===== config.mk =====
export PLATFORM = sky130hd
export DESIGN_NAME = mempy_arbiter
export DESIGN_NICKNAME = d
export VERILOG_FILES = /design/src/rtl/mempy_arbiter.sv
export SDC_FILE = /design/constraint.sdc
export NUM_CORES = 1
export LEC_CHECK = 0
export ABC_CLOCK_PERIOD_IN_PS = 4400
export BUFFER_PORTS_ARGS = -buffer_cell sky130_fd_sc_hd__clkbuf_2
export CAP_MARGIN = 10
export CORE_MARGIN = 5
export CORE_UTILIZATION = 30
export CTS_CLUSTER_SIZE = 28
export DETAILED_ROUTE_END_ITERATION = 10
export SKIP_CTS_REPAIR_TIMING = 1
export SLEW_MARGIN = 25
export SYNTH_ARGS = -nofsm -noshare
export SYNTH_HDL_FRONTEND = slang
export SYNTH_SLANG_ARGS = --single-unit

===== constraint.sdc =====
create_clock -name clk -period 4.4 [get_ports clk]
set_input_delay 0.44 -clock clk [delete_from_list [all_inputs] [get_ports clk]]
set_output_delay 0.44 -clock clk [all_outputs]
set_load 0.05 [all_outputs]

===== src/rtl/mempy_arbiter.sv =====
// Round-robin front end that shares one mempy lookup-table multiplier among R requesters.
// One operation is in flight at a time; the product returns on a ready/valid response channel.
module mempy_arbiter #(
    parameter int N        = 2,
    parameter int R        = 4,
    parameter int READ_LAT = 1,
    parameter int IDW      = 2
) (
    input  logic             clk,
    input  logic             rst_n,
    input  logic [R-1:0]     req,
    input  logic [R*N-1:0]   a_in,
    input  logic [R*N-1:0]   b_in,
    output logic [R-1:0]     gnt,
    output logic             rsp_valid,
    output logic [IDW-1:0]   rsp_id,
    output logic [2*N-1:0]   rsp_data,
    input  logic             rsp_ready,
    output logic [2*N-1:0]   mem_address,
    output logic             mem_read_en,
    output logic             mem_ce,
    input  logic [2*N-1:0]   mem_data,
    output logic [1:0]       dbg_state_o
);
    localparam int W  = 2 * N;
    localparam int LW = (READ_LAT > 1) ? $clog2(READ_LAT) : 1;

    typedef enum logic [1:0] {IDLE = 2'd0, ACCESS = 2'd1, RESP = 2'd2} state_e;

    state_e           state_q, state_d;
    logic [R-1:0]     gnt_q, gnt_d;
    logic             rsp_valid_q, rsp_valid_d;
    logic [IDW-1:0]   rsp_id_q, rsp_id_d;
    logic [W-1:0]     rsp_data_q, rsp_data_d;
    logic [W-1:0]     addr_q, addr_d;
    logic             mem_en_q, mem_en_d;
    logic [LW-1:0]    lat_q, lat_d;
    logic [IDW-1:0]   rr_q, rr_d;

    logic [N-1:0]     a_arr [R];
    logic [N-1:0]     b_arr [R];
    logic [IDW-1:0]   pick;
    logic [IDW-1:0]   idx;

    always_comb begin
        for (int i = 0; i < R; i++) begin
            a_arr[i] = a_in[i*N +: N];
            b_arr[i] = b_in[i*N +: N];
        end
    end

    // Scan from the farthest offset down so the nearest requester at or after rr_q wins.
    always_comb begin
        pick = '0;
        idx  = '0;
        for (int j = R - 1; j >= 0; j--) begin
            idx = IDW'((int'(rr_q) + j) % R);
            if (req[idx]) pick = idx;
        end
    end

    always_comb begin
        state_d     = state_q;
        gnt_d       = '0;
        rsp_valid_d = rsp_valid_q;
        rsp_id_d    = rsp_id_q;
        rsp_data_d  = rsp_data_q;
        addr_d      = addr_q;
        mem_en_d    = mem_en_q;
        lat_d       = lat_q;
        rr_d        = rr_q;
        case (state_q)
            IDLE: begin
                if (|req) begin
                    gnt_d[pick] = 1'b1;
                    addr_d      = {a_arr[pick], b_arr[pick]};
                    mem_en_d    = 1'b1;
                    rsp_id_d    = pick;
                    rr_d        = IDW'((int'(pick) + 1) % R);
                    lat_d       = '0;
                    state_d     = ACCESS;
                end
            end
            ACCESS: begin
                if (lat_q == LW'(READ_LAT - 1)) begin
                    rsp_data_d  = mem_data;
                    rsp_valid_d = 1'b1;
                    mem_en_d    = 1'b0;
                    addr_d      = '0;
                    state_d     = RESP;
                end else begin
                    lat_d = lat_q + LW'(1);
                end
            end
            RESP: begin
                // Returning to IDLE here means the next grant comes one edge later.
                if (rsp_ready) begin
                    rsp_valid_d = 1'b0;
                    state_d     = IDLE;
                end
            end
            default: state_d = IDLE;
        endcase
    end

    always_ff @(posedge clk or negedge rst_n) begin
        if (!rst_n) begin
            state_q     <= IDLE;
            gnt_q       <= '0;
            rsp_valid_q <= 1'b0;
            rsp_id_q    <= '0;
            rsp_data_q  <= '0;
            addr_q      <= '0;
            mem_en_q    <= 1'b0;
            lat_q       <= '0;
            rr_q        <= '0;
        end else begin
            state_q     <= state_d;
            gnt_q       <= gnt_d;
            rsp_valid_q <= rsp_valid_d;
            rsp_id_q    <= rsp_id_d;
            rsp_data_q  <= rsp_data_d;
            addr_q      <= addr_d;
            mem_en_q    <= mem_en_d;
            lat_q       <= lat_d;
            rr_q        <= rr_d;
        end
    end

    assign gnt         = gnt_q;
    assign rsp_valid   = rsp_valid_q;
    assign rsp_id      = rsp_id_q;
    assign rsp_data    = rsp_data_q;
    assign mem_address = addr_q;
    assign mem_read_en = mem_en_q;
    assign mem_ce      = mem_en_q;
    assign dbg_state_o = state_q;
endmodule


==> summary.md <==
| Metric | Value |
|---|---|
| Commonest non-fill, non-tap cell in the layout | clkbuf_2 |
| Clk slew on worst S/H paths | about 100 ps |
| Peak supply drop | around 0.17 mV |
| Starting DRT DRC Count | 22 |
| RSZ-0062 raised after global routing | no |
| FF+latch count, synth | 20 |
| Crit path launch type | register |
| ANT cells | 0 |
| Vias in the first global route | between 900 and 1000 |
| Final HPWL DP | a little over 2000 um |
| CP max stage delay | between 400 and 500 ps |
| Placed cells | 193 |
| DR vias | 920 |
| Synth unique cells | 33 |
| Setup TNS | 0 ps |
| Number of remaining DRC errors | 0 |
| Post-route minimum period | around 1800 ps |
| Crit. End Element | register |
| Register area share after synthesis | 48.8% |
| Clock sink count | 20 |
| Area grow syn2layout | 28.8% |
| Grt ovf | 0 |
| Row count | 21 |
| First-pass GRT wire length | around 3900 um |
| Initial Util | between 30% and 40% |
| Pwr dens | between 800 and 900 nW/um2 |
| DRT Pass-1 Iters | 4 |
| Syn_nets | 133 |
| Syn_area_per_cell | between 9 and 10 um2 |
| Clock buffer depth | 2 |
| Routability cong. | roughly 0.76 |
| Worst-margin pin slew | 849 ps |
| Max Fclk | roughly 0.55 GHz |
| Yosys warning total | 0 |
| Worst Path Max Fanout | 9 |
| Layout cells sized above 1 | between 30% and 40% |
| Via-to-Cell Ratio | ~4.7 |
| H-tree Lvls | 1 |
| Synth Instances | around 110 |
| Critical-path cell list | nor2b_1 -> nand4b_1 -> and3_1 -> a211oi_2 -> o31ai_1 |
| Initial antenna violation count | 0 |
| Mapped Area | around 1000 um2 |
| Final worst-path cycle share | around 41% |
| Family with the most delay on the worst path | simple AND/OR/NAND/NOR gates |
| TritonCTS Buffers | 3 |
| Finished Layout Cells | ~200 |
| Die W | slightly below 70 um |
| Status | completed |
| Bufs and invs on worst path | 0 |
| Final Net Count | between 150 and 200 |
| Port bufs | 45 |
| Critical path type | reg2reg |
| FF-to-FF End | mem_address[2]$_DFFE_PN0P_ |
| Core Util, Final | 39.6% |
| Slew HR | a little over two fifths |
| Post-DRT Antenna Nets | 0 |
| Final Skew | 2.15 ps |
| Type of the most critical hold path | in2async |
| Die area | about 4700 um2 |
| Max Slew Vio Count | 0 |
| Final setup fails | 0 |
| Crit path DAT | 1990 ps |
| Reg2reg path depth | 5 |
| Largest net degree at the start of global routing | 21 |
| Core box area | about 3300 um2 |
| Reg-to-reg slack, setup | about 2600 ps |
| Reg-to-Reg Start | rr_q[0]$_DFFE_PN0P_ |
| Final WS setup | between 2000 and 3000 ps |
| Max Cap Viol | 0 |
| Commonest cells after routing, fill and taps aside | 45 x clkbuf_2, 24 x nand2_1, 20 x dfrtp_1 |
| CP max-delay cell | nand4b_1 |
| TritonCTS clock tree | built |
| P_leak | 0.000677 uW |
| Worst EP required | between 4000 and 5000 ps |
| CTS root buf | clkbuf_4 |
| Final-report hold violation count | 0 |
| All-layer global routing usage | approximately 11% |
| Routed WL per cell | between 10 and 15 um |
| Clk_lat worst skew | slightly below 300 ps |
| Ports | 46 |
| Dpl ws | around 2400 ps |
| Final WL | 2510 um |
| Chip Height | 68.5 um |
## cells by family after synthesis
logic type,Yosys count,share of synthesized area [%]
and+or+nand+nor,56,29.6
AOI/OAI and AO/OA,22,17.0
DFF,20,48.8
buffers and inverters,7,3.78
xor gates and xnor gates,1,0.854
## layout make-up
type,instances,area (um2)
repair buffers,46,233
inverters,2,7.51
fillers,364,2020
flip-flops and latches,20,500
multi-input cells,79,487
clock buffers,4,36.3
well taps,46,57.6
## synth_stat cells
library cell | count | area share, %
or2_1 | 1 | 0.61
nor3_1 | 3 | 1.5
o41ai_1 | 1 | 0.85
and3_1 | 8 | 4.9
nand3_1 | 4 | 2.0
o31ai_1 | 4 | 2.9
buf_6 | 1 | 1.1
xnor2_1 | 1 | 0.85
a211oi_2 | 4 | 4.9
o21a_1 | 1 | 0.73
dfrtp_1 | 20 | 49
inv_1 | 2 | 0.73
nor2_1 | 4 | 1.5
buf_2 | 1 | 0.49
nor2b_4 | 1 | 1.3
nand2_8 | 1 | 2.0
a21boi_0 | 1 | 0.73
clkbuf_1 | 2 | 0.73
o21ai_0 | 6 | 2.9
buf_4 | 1 | 0.73
and4b_1 | 1 | 0.98
nor4_1 | 1 | 0.61
o32ai_1 | 1 | 0.85
nor2b_1 | 3 | 1.8
o32a_1 | 1 | 0.98
o22a_1 | 1 | 0.85
or4_4 | 1 | 1.1
nand4b_1 | 1 | 0.85
nand2b_1 | 2 | 1.2
nand2_1 | 24 | 8.8
o21ai_1 | 1 | 0.49
a21boi_1 | 1 | 0.73
or3_1 | 1 | 0.61
## worst max path at each step
| stage | start | to | slack (ps) | depth (start not counted) |
|---|---|---|---|---|
| after floorplan | req[0] | mem_address[0]$_DFFE_PN0P_ | 2640 | 6 |
| after global placement | req[2] | mem_address[3]$_DFFE_PN0P_ | 2460 | 6 |
| after detailed placement | req[2] | mem_address[2]$_DFFE_PN0P_ | 2390 | 6 |
| after CTS | rr_q[0]$_DFFE_PN0P_ | mem_address[2]$_DFFE_PN0P_ | 2560 | 5 |
| after global routing | rr_q[0]$_DFFE_PN0P_ | mem_address[3]$_DFFE_PN0P_ | 2440 | 5 |
| final | rr_q[0]$_DFFE_PN0P_ | mem_address[2]$_DFFE_PN0P_ | 2570 | 5 |
## per-layer routing
metal	track usage [%]	vias to the layer above	part of all wire [%]
met2	19.5	30	50
met4	5.71	0	2.2
li1	-	463	-
met3	2.79	4	6.6
met5	0	-	0
met1	11.7	423	42
## where the power goes
part	internal [uW]	switching, uW
clock network	50.3	51.0
registers	265	59.7
logic	177	473
total	493	583
## per-stage QoR
| stage | instance area [um2] | total power [uW] | hold WS, ps |
|---|---|---|---|
| global placement | 1280 | 972 | 412 |
| detailed placement | 1280 | 989 | 418 |
| finish | 1320 | 1080 | 90.2 |
| floorplan | 1030 | 842 | 144 |
| global route | 1320 | 1160 | 110 |
| CTS | 1320 | 1090 | 89.4 |
## registers in the layout, indices dropped and copies added, names as in the netlist
| signal | count |
|---|---|
| gnt | 4 |
| rr_q | 2 |
| dbg_state_o | 2 |
| rsp_valid | 1 |
| rsp_id | 2 |
| mem_ce | 1 |
| mem_address | 4 |
| rsp_data | 4 |
No activity file was read; power rests on OpenSTA's default activity.
